--- src/rtl/mt9p031_pkg.sv ---
// Shared definitions for the MT9P031 timing sequencer.
//   DEF_CNT_WIDTH : default width of size/blanking/coordinate counters
//   state_e       : sequencer state encoding
//   clamp1        : maps 0 to 1, leaves any other value unchanged
package mt9p031_pkg;

    localparam int unsigned DEF_CNT_WIDTH = 16;

    typedef enum logic [2:0] {
        S_IDLE   = 3'd0,
        S_FRONT  = 3'd1,
        S_LINE   = 3'd2,
        S_HBLANK = 3'd3,
        S_BACK   = 3'd4,
        S_VBLANK = 3'd5
    } state_e;

    // Callers cast to their own counter width (CNT_WIDTH <= 32).
    function automatic logic [31:0] clamp1(input logic [31:0] x);
        return (x == 32'd0) ? 32'd1 : x;
    endfunction

endpackage

--- src/rtl/mt9p031_timing_ctrl_if.sv ---
// Configuration and video-timing bundle of the MT9P031 timing sequencer.
//   master : bfm side, drives the i_* configuration, observes the o_* timing
//   slave  : sequencer side, consumes i_*, drives o_*
interface mt9p031_timing_ctrl_if #(
    parameter int unsigned CNT_WIDTH = mt9p031_pkg::DEF_CNT_WIDTH
);
    logic                 i_enable;
    logic                 i_pause;
    logic                 i_continue_lval;
    logic [CNT_WIDTH-1:0] i_width;
    logic [CNT_WIDTH-1:0] i_height;
    logic [CNT_WIDTH-1:0] i_h_blank;
    logic [CNT_WIDTH-1:0] i_v_blank;
    logic [CNT_WIDTH-1:0] i_fval_lval_gap;
    logic                 o_fval;
    logic                 o_lval;
    logic [CNT_WIDTH-1:0] o_x_cnt;
    logic [CNT_WIDTH-1:0] o_y_cnt;
    logic                 o_frame_start;
    logic                 o_frame_done;

    modport master (
        output i_enable, i_pause, i_continue_lval, i_width, i_height,
               i_h_blank, i_v_blank, i_fval_lval_gap,
        input  o_fval, o_lval, o_x_cnt, o_y_cnt, o_frame_start, o_frame_done
    );

    modport slave (
        input  i_enable, i_pause, i_continue_lval, i_width, i_height,
               i_h_blank, i_v_blank, i_fval_lval_gap,
        output o_fval, o_lval, o_x_cnt, o_y_cnt, o_frame_start, o_frame_done
    );
endinterface

--- src/rtl/mt9p031_shadow_regs.sv ---
// Frame-start snapshot of the sequencer configuration.
//   clk_pix, reset : pixel clock, synchronous active-high reset
//   load           : 1 on the IDLE->FRONT transition; captures the req_* values
//   req_*          : live configuration inputs
//   width, height, h_blank, gap : captured values, 0 replaced by 1
//   v_blank        : captured value, 0 kept (no v-blank)
//   continue_lval  : captured continuous-lval mode
module mt9p031_shadow_regs
    import mt9p031_pkg::*;
#(
    parameter int unsigned CNT_WIDTH       = DEF_CNT_WIDTH,
    parameter int unsigned FVAL_LVAL_GAP   = 3,
    parameter string       FVAL_LVAL_ALIGN = "FALSE"
) (
    input  logic                 clk_pix,
    input  logic                 reset,
    input  logic                 load,
    input  logic                 req_continue_lval,
    input  logic [CNT_WIDTH-1:0] req_width,
    input  logic [CNT_WIDTH-1:0] req_height,
    input  logic [CNT_WIDTH-1:0] req_h_blank,
    input  logic [CNT_WIDTH-1:0] req_v_blank,
    input  logic [CNT_WIDTH-1:0] req_gap,
    output logic                 continue_lval,
    output logic [CNT_WIDTH-1:0] width,
    output logic [CNT_WIDTH-1:0] height,
    output logic [CNT_WIDTH-1:0] h_blank,
    output logic [CNT_WIDTH-1:0] v_blank,
    output logic [CNT_WIDTH-1:0] gap
);

    localparam int unsigned FIXED_GAP = (FVAL_LVAL_GAP == 0) ? 1 : FVAL_LVAL_GAP;
    localparam bit          ALIGN     = (FVAL_LVAL_ALIGN == "TRUE");

    logic [CNT_WIDTH-1:0] gap_next;

    assign gap_next = ALIGN ? CNT_WIDTH'(FIXED_GAP) : CNT_WIDTH'(clamp1(32'(req_gap)));

    always_ff @(posedge clk_pix) begin
        if (reset) begin
            continue_lval <= 1'b0;
            width         <= '0;
            height        <= '0;
            h_blank       <= '0;
            v_blank       <= '0;
            gap           <= '0;
        end else if (load) begin
            continue_lval <= req_continue_lval;
            width         <= CNT_WIDTH'(clamp1(32'(req_width)));
            height        <= CNT_WIDTH'(clamp1(32'(req_height)));
            h_blank       <= CNT_WIDTH'(clamp1(32'(req_h_blank)));
            v_blank       <= req_v_blank;
            gap           <= gap_next;
        end
    end

endmodule

--- src/rtl/mt9p031_timing_ctrl.sv ---
// Frame/line timing sequencer for the MT9P031 sensor model.
//   clk_pix : pixel clock
//   reset   : synchronous active-high reset
//   bus     : slave side of mt9p031_timing_ctrl_if; i_* window/blanking/control settings in,
//             registered fval/lval, x/y coordinates and frame start/done pulses out
module mt9p031_timing_ctrl
    import mt9p031_pkg::*;
#(
    parameter int unsigned CNT_WIDTH       = DEF_CNT_WIDTH,
    parameter int unsigned FVAL_LVAL_GAP   = 3,
    parameter string       FVAL_LVAL_ALIGN = "FALSE"
) (
    input logic                  clk_pix,
    input logic                  reset,
    mt9p031_timing_ctrl_if.slave bus
);

    localparam logic [CNT_WIDTH-1:0] CNT_ONE = CNT_WIDTH'(1);

    state_e               state_q, state_d;
    logic [CNT_WIDTH-1:0] cnt_q, cnt_d;
    logic [CNT_WIDTH-1:0] x_q, x_d;
    logic [CNT_WIDTH-1:0] y_q, y_d;
    logic                 fval_q, fval_d;
    logic                 lval_q, lval_d;
    logic                 fs_q, fs_d;
    logic                 fd_q, fd_d;

    logic                 start;
    logic                 continue_lval;
    logic [CNT_WIDTH-1:0] width, height, h_blank, v_blank, gap;

    // enable/pause only matter while idle; mid-frame changes are ignored
    assign start = (state_q == S_IDLE) && bus.i_enable && !bus.i_pause;

    mt9p031_shadow_regs #(
        .CNT_WIDTH       (CNT_WIDTH),
        .FVAL_LVAL_GAP   (FVAL_LVAL_GAP),
        .FVAL_LVAL_ALIGN (FVAL_LVAL_ALIGN)
    ) u_shadow (
        .clk_pix           (clk_pix),
        .reset             (reset),
        .load              (start),
        .req_continue_lval (bus.i_continue_lval),
        .req_width         (bus.i_width),
        .req_height        (bus.i_height),
        .req_h_blank       (bus.i_h_blank),
        .req_v_blank       (bus.i_v_blank),
        .req_gap           (bus.i_fval_lval_gap),
        .continue_lval     (continue_lval),
        .width             (width),
        .height            (height),
        .h_blank           (h_blank),
        .v_blank           (v_blank),
        .gap               (gap)
    );

    always_comb begin
        state_d = state_q;
        cnt_d   = cnt_q;
        x_d     = x_q;
        y_d     = y_q;
        fval_d  = fval_q;
        lval_d  = lval_q;
        fs_d    = 1'b0;
        fd_d    = 1'b0;
        unique case (state_q)
            S_IDLE: begin
                if (start) begin
                    state_d = S_FRONT;
                    fval_d  = 1'b1;
                    fs_d    = 1'b1;
                    cnt_d   = '0;
                    x_d     = '0;
                    y_d     = '0;
                end
            end
            S_FRONT: begin
                if (cnt_q == gap - CNT_ONE) begin
                    state_d = S_LINE;
                    lval_d  = 1'b1;
                    cnt_d   = '0;
                end else begin
                    cnt_d = cnt_q + CNT_ONE;
                end
            end
            S_LINE: begin
                if (x_q != width - CNT_ONE) begin
                    x_d = x_q + CNT_ONE;
                end else if (y_q == height - CNT_ONE) begin
                    state_d = S_BACK;
                    lval_d  = 1'b0;
                    cnt_d   = '0;
                end else if (continue_lval) begin
                    // lval stays high; only the coordinates move to the next line
                    x_d = '0;
                    y_d = y_q + CNT_ONE;
                end else begin
                    state_d = S_HBLANK;
                    lval_d  = 1'b0;
                    cnt_d   = '0;
                end
            end
            S_HBLANK: begin
                if (cnt_q == h_blank - CNT_ONE) begin
                    state_d = S_LINE;
                    lval_d  = 1'b1;
                    x_d     = '0;
                    y_d     = y_q + CNT_ONE;
                    cnt_d   = '0;
                end else begin
                    cnt_d = cnt_q + CNT_ONE;
                end
            end
            S_BACK: begin
                if (cnt_q == gap - CNT_ONE) begin
                    fval_d  = 1'b0;
                    fd_d    = 1'b1;
                    cnt_d   = '0;
                    state_d = (v_blank == '0) ? S_IDLE : S_VBLANK;
                end else begin
                    cnt_d = cnt_q + CNT_ONE;
                end
            end
            S_VBLANK: begin
                if (cnt_q == v_blank - CNT_ONE) begin
                    state_d = S_IDLE;
                    cnt_d   = '0;
                end else begin
                    cnt_d = cnt_q + CNT_ONE;
                end
            end
            default: begin
                state_d = S_IDLE;
                fval_d  = 1'b0;
                lval_d  = 1'b0;
            end
        endcase
    end

    always_ff @(posedge clk_pix) begin
        if (reset) begin
            state_q <= S_IDLE;
            cnt_q   <= '0;
            x_q     <= '0;
            y_q     <= '0;
            fval_q  <= 1'b0;
            lval_q  <= 1'b0;
            fs_q    <= 1'b0;
            fd_q    <= 1'b0;
        end else begin
            state_q <= state_d;
            cnt_q   <= cnt_d;
            x_q     <= x_d;
            y_q     <= y_d;
            fval_q  <= fval_d;
            lval_q  <= lval_d;
            fs_q    <= fs_d;
            fd_q    <= fd_d;
        end
    end

    assign bus.o_fval        = fval_q;
    assign bus.o_lval        = lval_q;
    assign bus.o_x_cnt       = x_q;
    assign bus.o_y_cnt       = y_q;
    assign bus.o_frame_start = fs_q;
    assign bus.o_frame_done  = fd_q;

endmodule

--- src/flat_wrapper.sv ---
// flat-port wrapper written by rule: the top's interface ports become plain ports
module mt9p031_timing_ctrl_flat import mt9p031_pkg::*;
#(
    parameter int unsigned CNT_WIDTH       = DEF_CNT_WIDTH,
    parameter int unsigned FVAL_LVAL_GAP   = 3,
    parameter string       FVAL_LVAL_ALIGN = "     "
)
  (clk_pix, reset, bus_i_enable, bus_i_pause, bus_i_continue_lval, bus_i_width, bus_i_height, bus_i_h_blank, bus_i_v_blank, bus_i_fval_lval_gap, bus_o_fval, bus_o_lval, bus_o_x_cnt, bus_o_y_cnt, bus_o_frame_start, bus_o_frame_done);
  mt9p031_timing_ctrl_if #(.CNT_WIDTH(CNT_WIDTH)) bus_i ();
  input logic clk_pix;
  input logic reset;
  input wire logic [$bits(bus_i.i_enable)-1:0] bus_i_enable;
  input wire logic [$bits(bus_i.i_pause)-1:0] bus_i_pause;
  input wire logic [$bits(bus_i.i_continue_lval)-1:0] bus_i_continue_lval;
  input wire logic [$bits(bus_i.i_width)-1:0] bus_i_width;
  input wire logic [$bits(bus_i.i_height)-1:0] bus_i_height;
  input wire logic [$bits(bus_i.i_h_blank)-1:0] bus_i_h_blank;
  input wire logic [$bits(bus_i.i_v_blank)-1:0] bus_i_v_blank;
  input wire logic [$bits(bus_i.i_fval_lval_gap)-1:0] bus_i_fval_lval_gap;
  output wire logic [$bits(bus_i.o_fval)-1:0] bus_o_fval;
  output wire logic [$bits(bus_i.o_lval)-1:0] bus_o_lval;
  output wire logic [$bits(bus_i.o_x_cnt)-1:0] bus_o_x_cnt;
  output wire logic [$bits(bus_i.o_y_cnt)-1:0] bus_o_y_cnt;
  output wire logic [$bits(bus_i.o_frame_start)-1:0] bus_o_frame_start;
  output wire logic [$bits(bus_i.o_frame_done)-1:0] bus_o_frame_done;
  assign bus_i.i_enable = bus_i_enable;
  assign bus_i.i_pause = bus_i_pause;
  assign bus_i.i_continue_lval = bus_i_continue_lval;
  assign bus_i.i_width = bus_i_width;
  assign bus_i.i_height = bus_i_height;
  assign bus_i.i_h_blank = bus_i_h_blank;
  assign bus_i.i_v_blank = bus_i_v_blank;
  assign bus_i.i_fval_lval_gap = bus_i_fval_lval_gap;
  assign bus_o_fval = bus_i.o_fval;
  assign bus_o_lval = bus_i.o_lval;
  assign bus_o_x_cnt = bus_i.o_x_cnt;
  assign bus_o_y_cnt = bus_i.o_y_cnt;
  assign bus_o_frame_start = bus_i.o_frame_start;
  assign bus_o_frame_done = bus_i.o_frame_done;
  mt9p031_timing_ctrl #(.CNT_WIDTH(CNT_WIDTH), .FVAL_LVAL_GAP(FVAL_LVAL_GAP), .FVAL_LVAL_ALIGN(FVAL_LVAL_ALIGN)) u_core (.clk_pix(clk_pix), .reset(reset), .bus(bus_i));
endmodule
--- config.mk ---
export PLATFORM = sky130hd
export DESIGN_NAME = mt9p031_timing_ctrl_flat
export DESIGN_NICKNAME = d
export VERILOG_FILES = /design/src/rtl/mt9p031_pkg.sv /design/src/rtl/mt9p031_timing_ctrl_if.sv /design/src/rtl/mt9p031_shadow_regs.sv /design/src/rtl/mt9p031_timing_ctrl.sv /design/src/flat_wrapper.sv
export SDC_FILE = /design/constraint.sdc
export NUM_CORES = 1
export LEC_CHECK = 0
export ABC_AREA = 1
export CAP_MARGIN = 20
export CELL_PAD_IN_SITES_DETAIL_PLACEMENT = 1
export CELL_PAD_IN_SITES_GLOBAL_PLACEMENT = 2
export CORE_UTILIZATION = 30
export DETAILED_ROUTE_END_ITERATION = 10
export PLACE_DENSITY_LB_ADDON = 0.05
export SKIP_CTS_REPAIR_TIMING = 1
export SKIP_LAST_GASP = 1
export SYNTH_ARGS = -nofsm -noshare
export SYNTH_HDL_FRONTEND = slang
export SYNTH_HIERARCHICAL = 1
export SYNTH_SLANG_ARGS = --single-unit
--- constraint.sdc ---
create_clock -name clk_pix -period 3.4 [get_ports clk_pix]
set_input_delay 1.02 -clock clk_pix [delete_from_list [all_inputs] [get_ports clk_pix]]
set_output_delay 1.02 -clock clk_pix [all_outputs]
set_load 0.02 [all_outputs]
-- Word-level counts from Yosys, hierarchy flattened
Cells that the tools add are included.
- $add $sub $neg: 8
- reductions and logical operators: 22
- bitwise logic cells: 4
- eq/ne operators: 21
- mux-type cells: 43
- operator list (cell ; number):
    16-bit 2-to-1 mux ; 19
    16-bit one-hot mux with 3 select lines ; 2
    16-bit zero test ; 5
    16-bit one-hot mux with 5 select lines ; 1
    16-bit by 1-bit subtractor with 16-bit output, second input constant ; 5
    16-bit equality test ; 4
    16-bit by 1-bit adder with 16-bit output, second input constant ; 3
    3-bit 2-to-1 mux ; 9
    3-bit one-hot mux with 6 select lines ; 1
    16-bit inequality test ; 1
    2-bit by 1-bit inequality test with 1-bit output, second input constant ; 5
    5-bit AND reduction ; 2
    1-bit 2-to-1 mux ; 9
    3-bit by 2-bit inequality test with 1-bit output, second input constant ; 3
    7-bit AND reduction ; 1
    3-bit by 2-bit equality test with 1-bit output, second input constant ; 2
    3-bit equality test, second input constant ; 2
    2-bit inequality test, second input constant ; 3
    6-bit AND reduction ; 1
    2-bit OR reduction ; 3
    5-bit nonzero test ; 1
    1-bit inverter ; 4
    1-bit one-hot mux with 4 select lines ; 1
    4-bit AND reduction ; 1
    9 further kinds ; 10
- bits of input ports: 85
- register bits: 136
- output and inout port bits: 36

-- Longest topological paths before layout
- word-level depth: 5
- gate-level depth with buffers: 22
- gate-level depth less buffers: 20

-- Modules after synthesis
Netlist, hierarchy kept.
- by module, submodules not included (module ; area an instance (um^2) ; times used ; sequential area each (um^2) ; cells each):
    mt9p031_timing_ctrl ; 6885.4 ; 1 ; 1101.1 ; 1247
    mt9p031_shadow_regs ; 3055.4 ; 1 ; 1621.6 ; 411

-- Worst setup path after synthesis
Ideal clock, no wire load.
- path type: register to register
- start point: register, netlist name u_core/u_shadow/h_blank[0]
- end point: register u_core.u_shadow.gap[10]
- arrival time: 2.378 ns
- stages on the path, launching flop included: 22
- path buffers: 2
- clock period less this slack: 2.494 ns
- data required time: 3.284 ns
- slack: 0.906 ns
- cell sequence: dfxtp_1 > inv_1 > ha_1 > nand2_1 > nor2_4 > nand2_1 > nand2_1 > nand2_1 > nor2_1 > nand2_1 > nor2_1 > nand2_2 > nand2_2 > inv_2 > nor2_8 > nand2_1 > inv_1 > buf_6 > inv_8 > clkbuf_4 > nor2_1 > nor2_1
- RTL lines (what ; RTL line ; RTL):
    end signal: assignment ; mt9p031_shadow_regs.sv:53 ; gap <= gap_next;
    end: declaration ; mt9p031_shadow_regs.sv:29 ; output logic [CNT_WIDTH-1:0] gap

==> metrics.md <==
| Metric | Value |
|---|---|
| Switching Fraction | `48.6%` |
| Commonest cells after routing, fill and taps aside | `394 x nand2_1, 384 x nor2_1, 139 x nand3_1` |
| Power Internal | `approximately 0.0048 W` |
| Worst path setup slack after routing | `0.418 ns` |
| Max Buffers Root-to-Sink | `2` |
| Wire length of the first global-routing pass | `56000 um` |
| Most instantiated flip-flop cell in the synthesis netlist | `dfxtp_1` |
| HPWL reported at the end of detailed placement | `25900 um` |
| Routed length per instance | `15.6 um` |
| Fraction of the core area covered by cells at the end of the flow | `37.4%` |
| Crit end category | `flop` |
| Clock buffer count from CTS | `17` |
| Weighted congestion at the end of routability-driven global placement | `0.825` |
| Top cells by area in the synthesized netlist | `dfxtp_1 27%, nand2_1 15%, nor2_1 14%, nand3_1 7.0%, xor2_1 5.6%` |
| Hold Violations, Final | `0` |
| Result of the run | `completed` |
| Final Net Count | `1856` |
| Number of antenna violations at the first check in global routing | `0` |
| Slew @ Worst Pin | `0.746 ns` |
| Period utilization | `87.7%` |
| Average footprint of a synthesized cell | `6.00 sq um` |
| Number of warning messages in the yosys log | `6` |
| Die W | `184 um` |
| Maximum number of pins on one net before global-route repair | `82` |
| Wire length reported by the detailed router | `34600 um` |
| Total net switching power | `0.00453 W` |
| Dominant delay contributor by cell family on the critical path | `simple AND/OR/NAND/NOR gates` |
| Part of the Yosys area used for sequential elements | `27.4%` |
| Clock transition at the register clock pins on the worst setup and hold paths after CTS | `0.07 ns` |
| Detailed Routing Iterations Pass 1 | `4` |
| Kind of start point of the critical path | `flop` |
| Post-synth EDFFs | `0` |
| TritonCTS clock tree | `yes` |
| Clk_lat worst skew | `0.45 ns` |
| Most frequent standard cell in the layout excluding fill and tap cells | `nand2_1` |
| Root buffer selected by CTS | `clkbuf_16` |
| Detailed-route via count | `approximately 11000` |
| Buffers on Ports | `120` |
| Number of violations of the max-capacitance limit | `0` |
| Sinks on Clock Net | `136` |
| CP Buf/Inv Count | `4` |
| Post-synthesis cell type with the largest combined area | `dfxtp_1` |
| Die H | `184 um` |
| Die outline area | `0.0339 sq mm` |
| Count of distinct cell types in the synthesized netlist | `42` |
| Final total negative setup slack | `0 ns` |
| Worst-path cell chain | `inv_1 > ha_1 > nand2_1 > nor2_4 > nand2_1 > nand2_1 > nand2_1 > nor2_1 > nand2_1 > nor2_1 > nand2_2 > nand2_2 > inv_2 > nor2_8 > nand2_1 > inv_4 > buf_12 > o21ai_0 > a21oi_1` |
| Number of DRC violations after detailed-routing iteration 0 | `371` |
| Class of the most critical setup path | `flop to flop` |
| Antenna Diode Count | `0` |
| Num ports | `around 120` |
| Top achievable clock speed | `335 MHz` |
| Worst EP required | `3.78 ns` |
| Vias in the first global route | `10800` |
| Slowest-stage cell, CP | `dfxtp_1` |
| Finished Layout Cells | `roughly 2200` |
| Total global routing track utilization | `20.9%` |
| Fraction of power consumed by sequential logic | `between 20% and 30%` |
| Number of rows in the core area | `66` |
| Depth of the worst register-to-register path | `19` |
| Post-Syn Instances | `around 1700` |
| Cell depth of the worst min-delay path | `2` |
| Antenna Nets Post-Route | `0` |
| Hold/Removal Path Class | `flop to flop` |
| Cell area after synthesis | `about 0.0099 sq mm` |
| Final Max Slew Viols | `0` |
| Largest vdd supply drop | `0.453 mV` |
| Post-synthesis sequential element count | `136` |
| Post-synthesis async set-or-reset flop share | `0%` |
| Depth of the CTS H-tree | `4` |
| Combinational Power Share | `a little over half` |
| Max_slew headroom | `50.3%` |
| Yosys top cell area share | `27.4%` |
| Area growth syn-to-layout | `22.3%` |
| Placement-stage worst setup slack | `between 0.2 and 0.25 ns` |
| Core outline area | `0.0325 sq mm` |
| Top cell by count, worst path | `nand2_1` |
| # setup viols final | `0` |
| Initial core utilization | `slightly above 30%` |
| Worst clock skew on the final layout | `between 0.01 and 0.015 ns` |
| DR vias/cell | `4.79` |
| Syn_nets | `1751` |
| Post-route DRC | `0` |
| CP Depth | `19` |
| Clock power frac | `between 20% and 30%` |
| Largest fanout on the critical path | `30` |
| Critical path data arrival time | `3.36 ns` |
| Longest individual stage delay on the worst path | `approximately 0.35 ns` |
| Final critical path time including I/O delays and setup | `2.98 ns` |
| Static power due to leakage | `5.29 nW` |
| Unrepaired setup endpoints after global routing | `false` |
| Grt ovf | `0` |
| Share of post-route cells with drive strength above 1 | `5.63%` |
| Cell count after placement | `2185` |
| Power density relative to cell area | `767 mW/mm^2` |
-- cell families after synthesis --
kind of cell / share of synthesized area [%]
and+or+nand+nor: 44.8
buffers and inverters: 9.20
AOI/OAI and AO/OA: 9.16
DFF: 27.4
xor gates and xnor gates: 8.46
adders and majority gates: 1.01
-- cells in the mapped netlist (2+ instances only) --
| cell | n |
|---|---|
| clkbuf_4 | 8 |
| clkbuf_2 | 9 |
| nor3_1 | 20 |
| buf_2 | 17 |
| nand3_1 | 139 |
| ha_1 | 8 |
| o21ai_0 | 100 |
| clkbuf_1 | 14 |
| buf_6 | 6 |
| nand2_4 | 2 |
| o21bai_1 | 3 |
| nand3b_1 | 30 |
| nand4_1 | 28 |
| nor4_1 | 6 |
| o21ai_2 | 2 |
| xnor2_1 | 33 |
| nor2_2 | 6 |
| inv_2 | 2 |
| or2_2 | 7 |
| inv_1 | 138 |
| and2_1 | 4 |
| clkinv_1 | 2 |
| nor2_4 | 5 |
| nand2_1 | 394 |
| dfxtp_1 | 136 |
| buf_4 | 8 |
| xor2_1 | 63 |
| nor2_1 | 384 |
| nand2_2 | 7 |
| a21oi_1 | 65 |
-- metal layers --
| layer | up-vias | global-route usage (%) | wire [um] |
|---|---|---|---|
| met1 | 5007 | 28.5 | 17800 |
| li1 | 5476 | - | - |
| met3 | 25 | 3.29 | 850 |
| met5 | - | 0 | 0 |
| met2 | 122 | 34.2 | 15500 |
| met4 | 0 | 5.43 | 454 |
-- area by class of cell --
cell class,count,area [sq um]
fillers,4316,20400
multi-input cells,1317,6300
flip-flops and latches,136,2720
repair buffers,148,1440
well taps,442,553
inverters,143,547
clock buffers,19,443
clock inverters,13,146
-- sequential cells by signal (all words and copies together) (netlist names) --
signal                         count
u_core/bus.o_y_cnt                16
u_core/bus.o_frame_start           1
u_core/u_shadow/width             16
u_core/bus.o_fval                  1
u_core/u_shadow/h_blank           16
u_core/bus.o_x_cnt                16
u_core/bus.o_frame_done            1
u_core/cnt_q                      16
u_core/u_shadow/gap               16
u_core/u_shadow/height            16
u_core/bus.o_lval                  1
u_core/u_shadow/continue_lval      1
u_core/state_q                     3
u_core/u_shadow/v_blank           16
-- power by group through the flow --
| stage | sequential (W) | clock [W] | combinational [W] |
|---|---|---|---|
| detailed placement | 0.00246 | 0 | 0.00493 |
| global placement | 0.00247 | 0 | 0.00481 |
| global route | 0.00250 | 0.00204 | 0.00573 |
| finish | 0.00243 | 0.00192 | 0.00497 |
| CTS | 0.00243 | 0.00198 | 0.00497 |
| floorplan | 0.00233 | 0 | 0.00380 |
-- worst register-to-register path: stages (launching register included) --
cell and delay, ns:
dfxtp_1 0.35, inv_1 0.18, ha_1 0.25, nand2_1 0.18, nor2_4 0.21, nand2_1 0.07, nand2_1 0.06, nand2_1 0.05
nor2_1 0.11, nand2_1 0.07, nor2_1 0.22, nand2_2 0.14, nand2_2 0.10, inv_2 0.06, nor2_8 0.09, nand2_1 0.10
inv_4 0.15, buf_12 0.21, o21ai_0 0.14, a21oi_1 0.15
-- per-stage QoR --
stage	hold WS, ns	total power (W)	area [sq um]
6_report	0.498	0.00932	12200
5_1_grt	0.527	0.0103	12200
4_1_cts	0.504	0.00938	12100
3_5_place_dp	0.486	0.00739	11500
3_3_place_gp	0.477	0.00728	11500
2_1_floorplan	0.482	0.00613	9940
-- path summary, 6_finish.rpt --
path                               from                endpoint  slack, ns
min                   u_core/bus.o_lval       u_core/bus.o_lval       0.50
min reg2reg           u_core/bus.o_lval       u_core/bus.o_lval       0.50
max          u_core/u_shadow/h_blank[0]  u_core/u_shadow/gap[0]       0.42
max reg2reg  u_core/u_shadow/h_blank[0]  u_core/u_shadow/gap[0]       0.42
(Power assumes the default switching activity.)
